$ cat config.mk
export PLATFORM = sky130hd
export DESIGN_NAME = register_file
export DESIGN_NICKNAME = d
export VERILOG_FILES = /design/src/rtl/register_file.sv
export SDC_FILE = /design/constraint.sdc
export NUM_CORES = 2
export LEC_CHECK = 0
export ABC_AREA = 0
export BUFFER_PORTS_ARGS = -buffer_cell sky130_fd_sc_hd__buf_2
export CAP_MARGIN = 0
export CORE_UTILIZATION = 25
export CTS_CLUSTER_SIZE = 40
export DETAILED_ROUTE_END_ITERATION = 16
export HOLD_SLACK_MARGIN = 0.02
export PLACE_DENSITY = 0.36
export SLEW_MARGIN = 20
export SYNTH_ARGS = -nofsm -noshare
export SYNTH_HDL_FRONTEND = slang
export SYNTH_SLANG_ARGS = --single-unit
$ cat constraint.sdc
create_clock -name clk_i -period 5.51 [get_ports clk_i]
set_input_delay 0.2755 -clock clk_i [delete_from_list [all_inputs] [get_ports clk_i]]
set_output_delay 0.2755 -clock clk_i [all_outputs]
set_load 0.1 [all_outputs]
$ cat src/rtl/register_file.sv
// register_file
// ---------------------------------------------------------------------------
// Operand-fetch register file with a pending-write scoreboard.  Supplies the
// two ALU source operands combinationally, accepts one writeback per cycle,
// and tracks which destination registers still have an in-flight producer.
// It stalls an issuing instruction while any of its operands, or its
// destination (WAW), is still pending.  Register 0 reads as zero, ignores
// writes and is never marked busy.
//
// Optional feature, selected at compile time:
//   REGFILE_BYPASS_EN  - write-first forwarding.  A writeback is visible on
//                        the read ports, and clears the matching busy
//                        indication, in the same cycle it is presented.
//                        When undefined, reads and busy come from registered
//                        state only.
//
// Ports:
//   clk_i          clock, all state updates on the rising edge
//   rst_i          synchronous active-high reset (clears regs and busy)
//   rs1_addr_i     read port 1 index
//   rs2_addr_i     read port 2 index
//   rs1_data_o     read port 1 data (ALU operand A)
//   rs2_data_o     read port 2 data (ALU operand B)
//   rs1_busy_o     read port 1 register has a pending write
//   rs2_busy_o     read port 2 register has a pending write
//   issue_valid_i  an instruction requests issue this cycle
//   issue_rd_i     destination index of the issuing instruction
//   stall_o        issue refused this cycle
//   wb_en_i        writeback strobe
//   wb_addr_i      writeback index
//   wb_data_i      writeback data
// ---------------------------------------------------------------------------
module register_file #(
   parameter int  NUM_REGS   = 32,
   parameter int  DATA_WIDTH = 32,
   localparam int ADDR_WIDTH = $clog2(NUM_REGS)
) (
   input  logic                  clk_i,
   input  logic                  rst_i,
   input  logic [ADDR_WIDTH-1:0] rs1_addr_i,
   input  logic [ADDR_WIDTH-1:0] rs2_addr_i,
   output logic [DATA_WIDTH-1:0] rs1_data_o,
   output logic [DATA_WIDTH-1:0] rs2_data_o,
   output logic                  rs1_busy_o,
   output logic                  rs2_busy_o,
   input  logic                  issue_valid_i,
   input  logic [ADDR_WIDTH-1:0] issue_rd_i,
   output logic                  stall_o,
   input  logic                  wb_en_i,
   input  logic [ADDR_WIDTH-1:0] wb_addr_i,
   input  logic [DATA_WIDTH-1:0] wb_data_i
);

   logic [DATA_WIDTH-1:0] regs [NUM_REGS];
   logic [NUM_REGS-1:0]   busy;
   logic [NUM_REGS-1:0]   busy_next;
   logic                  wb_valid;
   logic                  rd_busy;
   logic                  issue_accept;

   // A writeback to register 0 is a no-op everywhere, so qualify it once.
   assign wb_valid = wb_en_i && (wb_addr_i != '0);

   // Read ports and hazard lookups.  Index 0 is forced to zero data and
   // not-busy rather than relying on the array contents.  With forwarding
   // enabled, a matching writeback overrides both the data and the busy
   // view, so a waiting consumer can issue in the writeback cycle.
   always_comb begin
      rs1_data_o = '0;
      rs2_data_o = '0;
      rs1_busy_o = 1'b0;
      rs2_busy_o = 1'b0;
      rd_busy    = busy[issue_rd_i];
      if (rs1_addr_i != '0) begin
         rs1_data_o = regs[rs1_addr_i];
         rs1_busy_o = busy[rs1_addr_i];
      end
      if (rs2_addr_i != '0) begin
         rs2_data_o = regs[rs2_addr_i];
         rs2_busy_o = busy[rs2_addr_i];
      end
`ifdef REGFILE_BYPASS_EN
      if (wb_valid && (wb_addr_i == rs1_addr_i)) begin
         rs1_data_o = wb_data_i;
         rs1_busy_o = 1'b0;
      end
      if (wb_valid && (wb_addr_i == rs2_addr_i)) begin
         rs2_data_o = wb_data_i;
         rs2_busy_o = 1'b0;
      end
      if (wb_valid && (wb_addr_i == issue_rd_i)) begin
         rd_busy = 1'b0;
      end
`endif
   end

   // Stall is purely combinational: any pending source operand, or a
   // pending write to the destination, holds the issuing instruction.
   assign stall_o      = issue_valid_i && (rs1_busy_o || rs2_busy_o || rd_busy);
   assign issue_accept = issue_valid_i && !stall_o;

   // Scoreboard update.  The clear is applied before the set so that when a
   // register is both written back and claimed by a newly accepted producer
   // in the same cycle, the younger producer keeps it busy.
   always_comb begin
      busy_next = busy;
      if (wb_valid) begin
         busy_next[wb_addr_i] = 1'b0;
      end
      if (issue_accept && (issue_rd_i != '0)) begin
         busy_next[issue_rd_i] = 1'b1;
      end
      busy_next[0] = 1'b0;
   end

   // State registers.  Reset wipes all data and all pending writes, and any
   // writeback or issue presented in the reset cycle is discarded.
   always_ff @(posedge clk_i) begin
      if (rst_i) begin
         for (int i = 0; i < NUM_REGS; i++) begin
            regs[i] <= '0;
         end
         busy <= '0;
      end else begin
         if (wb_valid) begin
            regs[wb_addr_i] <= wb_data_i;
         end
         busy <= busy_next;
      end
   end

endmodule

==> impl_metrics.json <==
{
  "hold_ws_ns": 0.0996,
  "rsz0062_at_grt": "false",
  "synth_area_um2": 56300,
  "finalHoldViolations": 0,
  "finalSetupViolCount": 0,
  "crit_fanout": 64,
  "cts.sinks": 1055,
  "rr_startpoint": "busy[1]",
  "avgRoutedWirePerCell_um": 36.2,
  "cts_max_level": 4,
  "setup-tns-final_ns": 0,
  "antenna_found_initial": 46,
  "r2r-end": "busy[19]",
  "ys_ff_latch": 1055,
  "worst-slew-pin-transition_ns": 1.16,
  "yosys_warnings": 0,
  "die_x_um": 476,
  "fmax_mhz": 263,
  "hold_buffers": 2,
  "crit_required_ns": 5.23,
  "reg2reg_slack_ns": 2.95,
  "vdd_drop_max_mv": 0.316,
  "synth_edf_count": 1024,
  "critPathLaunchType": "input pin",
  "wl_mm": 240,
  "syn_inst": 3471,
  "dpl.hpwl_mm": 146,
  "critPathArrivalTime_ns": 3.52,
  "fin_crit_ns": 3.80,
  "io_pins": 123,
  "drive_above_1_share_pct": 32.7,
  "gp_congestion": 0.776,
  "firstDrtPassIters": 5,
  "synth_top_flop_cell": "edfxtp_1",
  "finClkSkew_ns": 0.00892,
  "cellPowerDensity_nw_per_um2": 333,
  "syn_to_final_growth_pct": 16.4,
  "max_cap_viol_count": 0,
  "nNetsFinal": 3599,
  "grt_pass1_wl_mm": 324,
  "cts_inserted_buffers": 136,
  "syn_area_per_cell_um2": 16.2,
  "hp-start": "issue_rd_i[3]",
  "cts_tree": "done",
  "rr_worst_depth": 7,
  "synth_cell_type_count": 47,
  "finalCritPeriodShare_pct": 69.0,
  "cts.repair.resized": 0,
  "endpoint_kind": "output pin",
  "gr-total-overflow": 0,
  "hold-path-cell-count": 4,
  "clk_latency_ns": 0.79,
  "grt_pass1_vias": 34500,
  "globalRouteTotalUtil_pct": 21.0,
  "grt_max_degree": 73,
  "cts_root_buf": "clkbuf_16",
  "drv_slew": 0,
  "via_per_inst": 5.04,
  "rows": 173,
  "async_reset_ff_share_pct": 0,
  "vias": 33400,
  "start_util_pct": 25.2,
  "core_area_um2": 223000,
  "clk_pin_slew_ns": 0.06,
  "drt_drc_violations_left": 0,
  "post_cts_buffers": 0,
  "leakagePower_nw": 22.0,
  "path_class": "in2out",
  "cts_buffer_depth": 3,
  "dieArea_um2": 227000,
  "portBuffers": 122,
  "status": "completed",
  "hold_path.class": "in2reg",
  "yosysSeqAreaShare_pct": 55.7,
  "drtAntennaViolNets": 0,
  "min_to": "busy[8]",
  "chipHeight_um": 476,
  "drtIter0Drc": 3219,
  "max_slew_margin_pct": 22.4
}
-- per-layer routing --
layer	vias up	GRT usage [%]	share of wire [%]
li1	13600	-	-
met1	18600	28.2	43
met2	1020	35.8	50
met3	240	2.75	4.6
met4	4	5.19	2.2
met5	-	0	0.011
-- synth_stat cells (7+ instances only) --
cell type,count,area share (%)
clkbuf_1,258,1.7
a32o_1,24,0.43
buf_1,44,0.29
a21oi_1,24,0.21
dfxtp_1,31,1.1
mux4_2,649,26
inv_1,32,0.21
mux2i_1,83,1.5
nor2b_1,11,0.12
nor2_1,115,0.77
buf_2,68,0.60
a31oi_1,9,0.10
nand2b_1,7,0.078
and2_1,995,11
nand2_1,19,0.13
edfxtp_1,1024,55
nor3_1,10,0.089
nand3_1,10,0.089
mux2_2,7,0.14
-- state kept, by name, summed over array words and instances, names as in the netlist --
signal / count
regs: 1024
busy: 31
-- kinds of logic (layout without fill, tap and decap cells) --
family,count (synthesis),count (layout),synth area share (%)
AO/OA/AOI/OAI,82,82,1.10
buffers and inverters,405,543,2.89
flip-flops,1055,1055,55.7
multiplexers,740,740,27.6
other,1,47,0.00666
AND/OR/NAND/NOR,1188,1188,12.6
-- cell usage in the layout (no fill, tap or decap), types with 28 or more instances in the layout --
master	Yosys	layout
edfxtp_1	1024	1024
and2_1	995	995
mux4_2	649	649
clkbuf_16	0	146
buf_4	0	125
buf_2	68	112
nor2_1	115	86
mux2i_1	83	83
conb_1	1	32
dfxtp_1	31	31
nor2_4	0	29
buf_12	0	29
clkinv_1	0	28
-- final cells by class --
type	count	area [um^2]
well taps	2975	3720
clock inverters	69	606
inverters	32	130
diodes	15	37.5
clock buffers	166	3740
fillers	21900	157000
flip-flops and latches	1055	31400
multi-input cells	2042	23700
repair buffers	276	2220
-- worst max-delay path by stage --
stage	from	endpoint	slack, ns	cells after the start
2_1_floorplan	rs1_addr_i[0]	stall_o	0.75	8
3_3_place_gp	rs2_addr_i[0]	rs2_data_o[8]	1.60	7
3_5_place_dp	rs2_addr_i[0]	rs2_data_o[8]	1.61	7
4_1_cts	rs2_addr_i[0]	rs2_data_o[8]	1.61	7
5_1_grt	rs2_addr_i[0]	rs2_data_o[2]	1.60	8
6_report	rs2_addr_i[1]	rs2_data_o[4]	1.71	7
-- stage by stage --
stage	instances	area, um^2	util (%)	worst slack, ns	total power [W]
floorplan	3502	56400	-	0.753	0.0117
global placement	6375	61000	27.4	1.60	0.0130
detailed placement	6378	61100	27.4	1.61	0.0130
CTS	6615	65400	29.4	1.61	0.0220
global route	6618	65500	29.4	1.60	0.0224
finish	6630	65500	29.4	1.71	0.0218
-- worst max-delay path: stages --
cell,delay [ns]
buf_8,0.50
buf_12,0.32
mux4_2,0.35
mux4_2,0.49
mux2i_1,0.72
nor2_1,0.21
buf_2,0.36
-- power breakdown --
part	switching, W	internal (W)
sequential	0.000226	0.00925
combinational	0.00224	0.00110
clock	0.00370	0.00527
total	0.00617	0.0156
(Power assumes the default switching activity.)
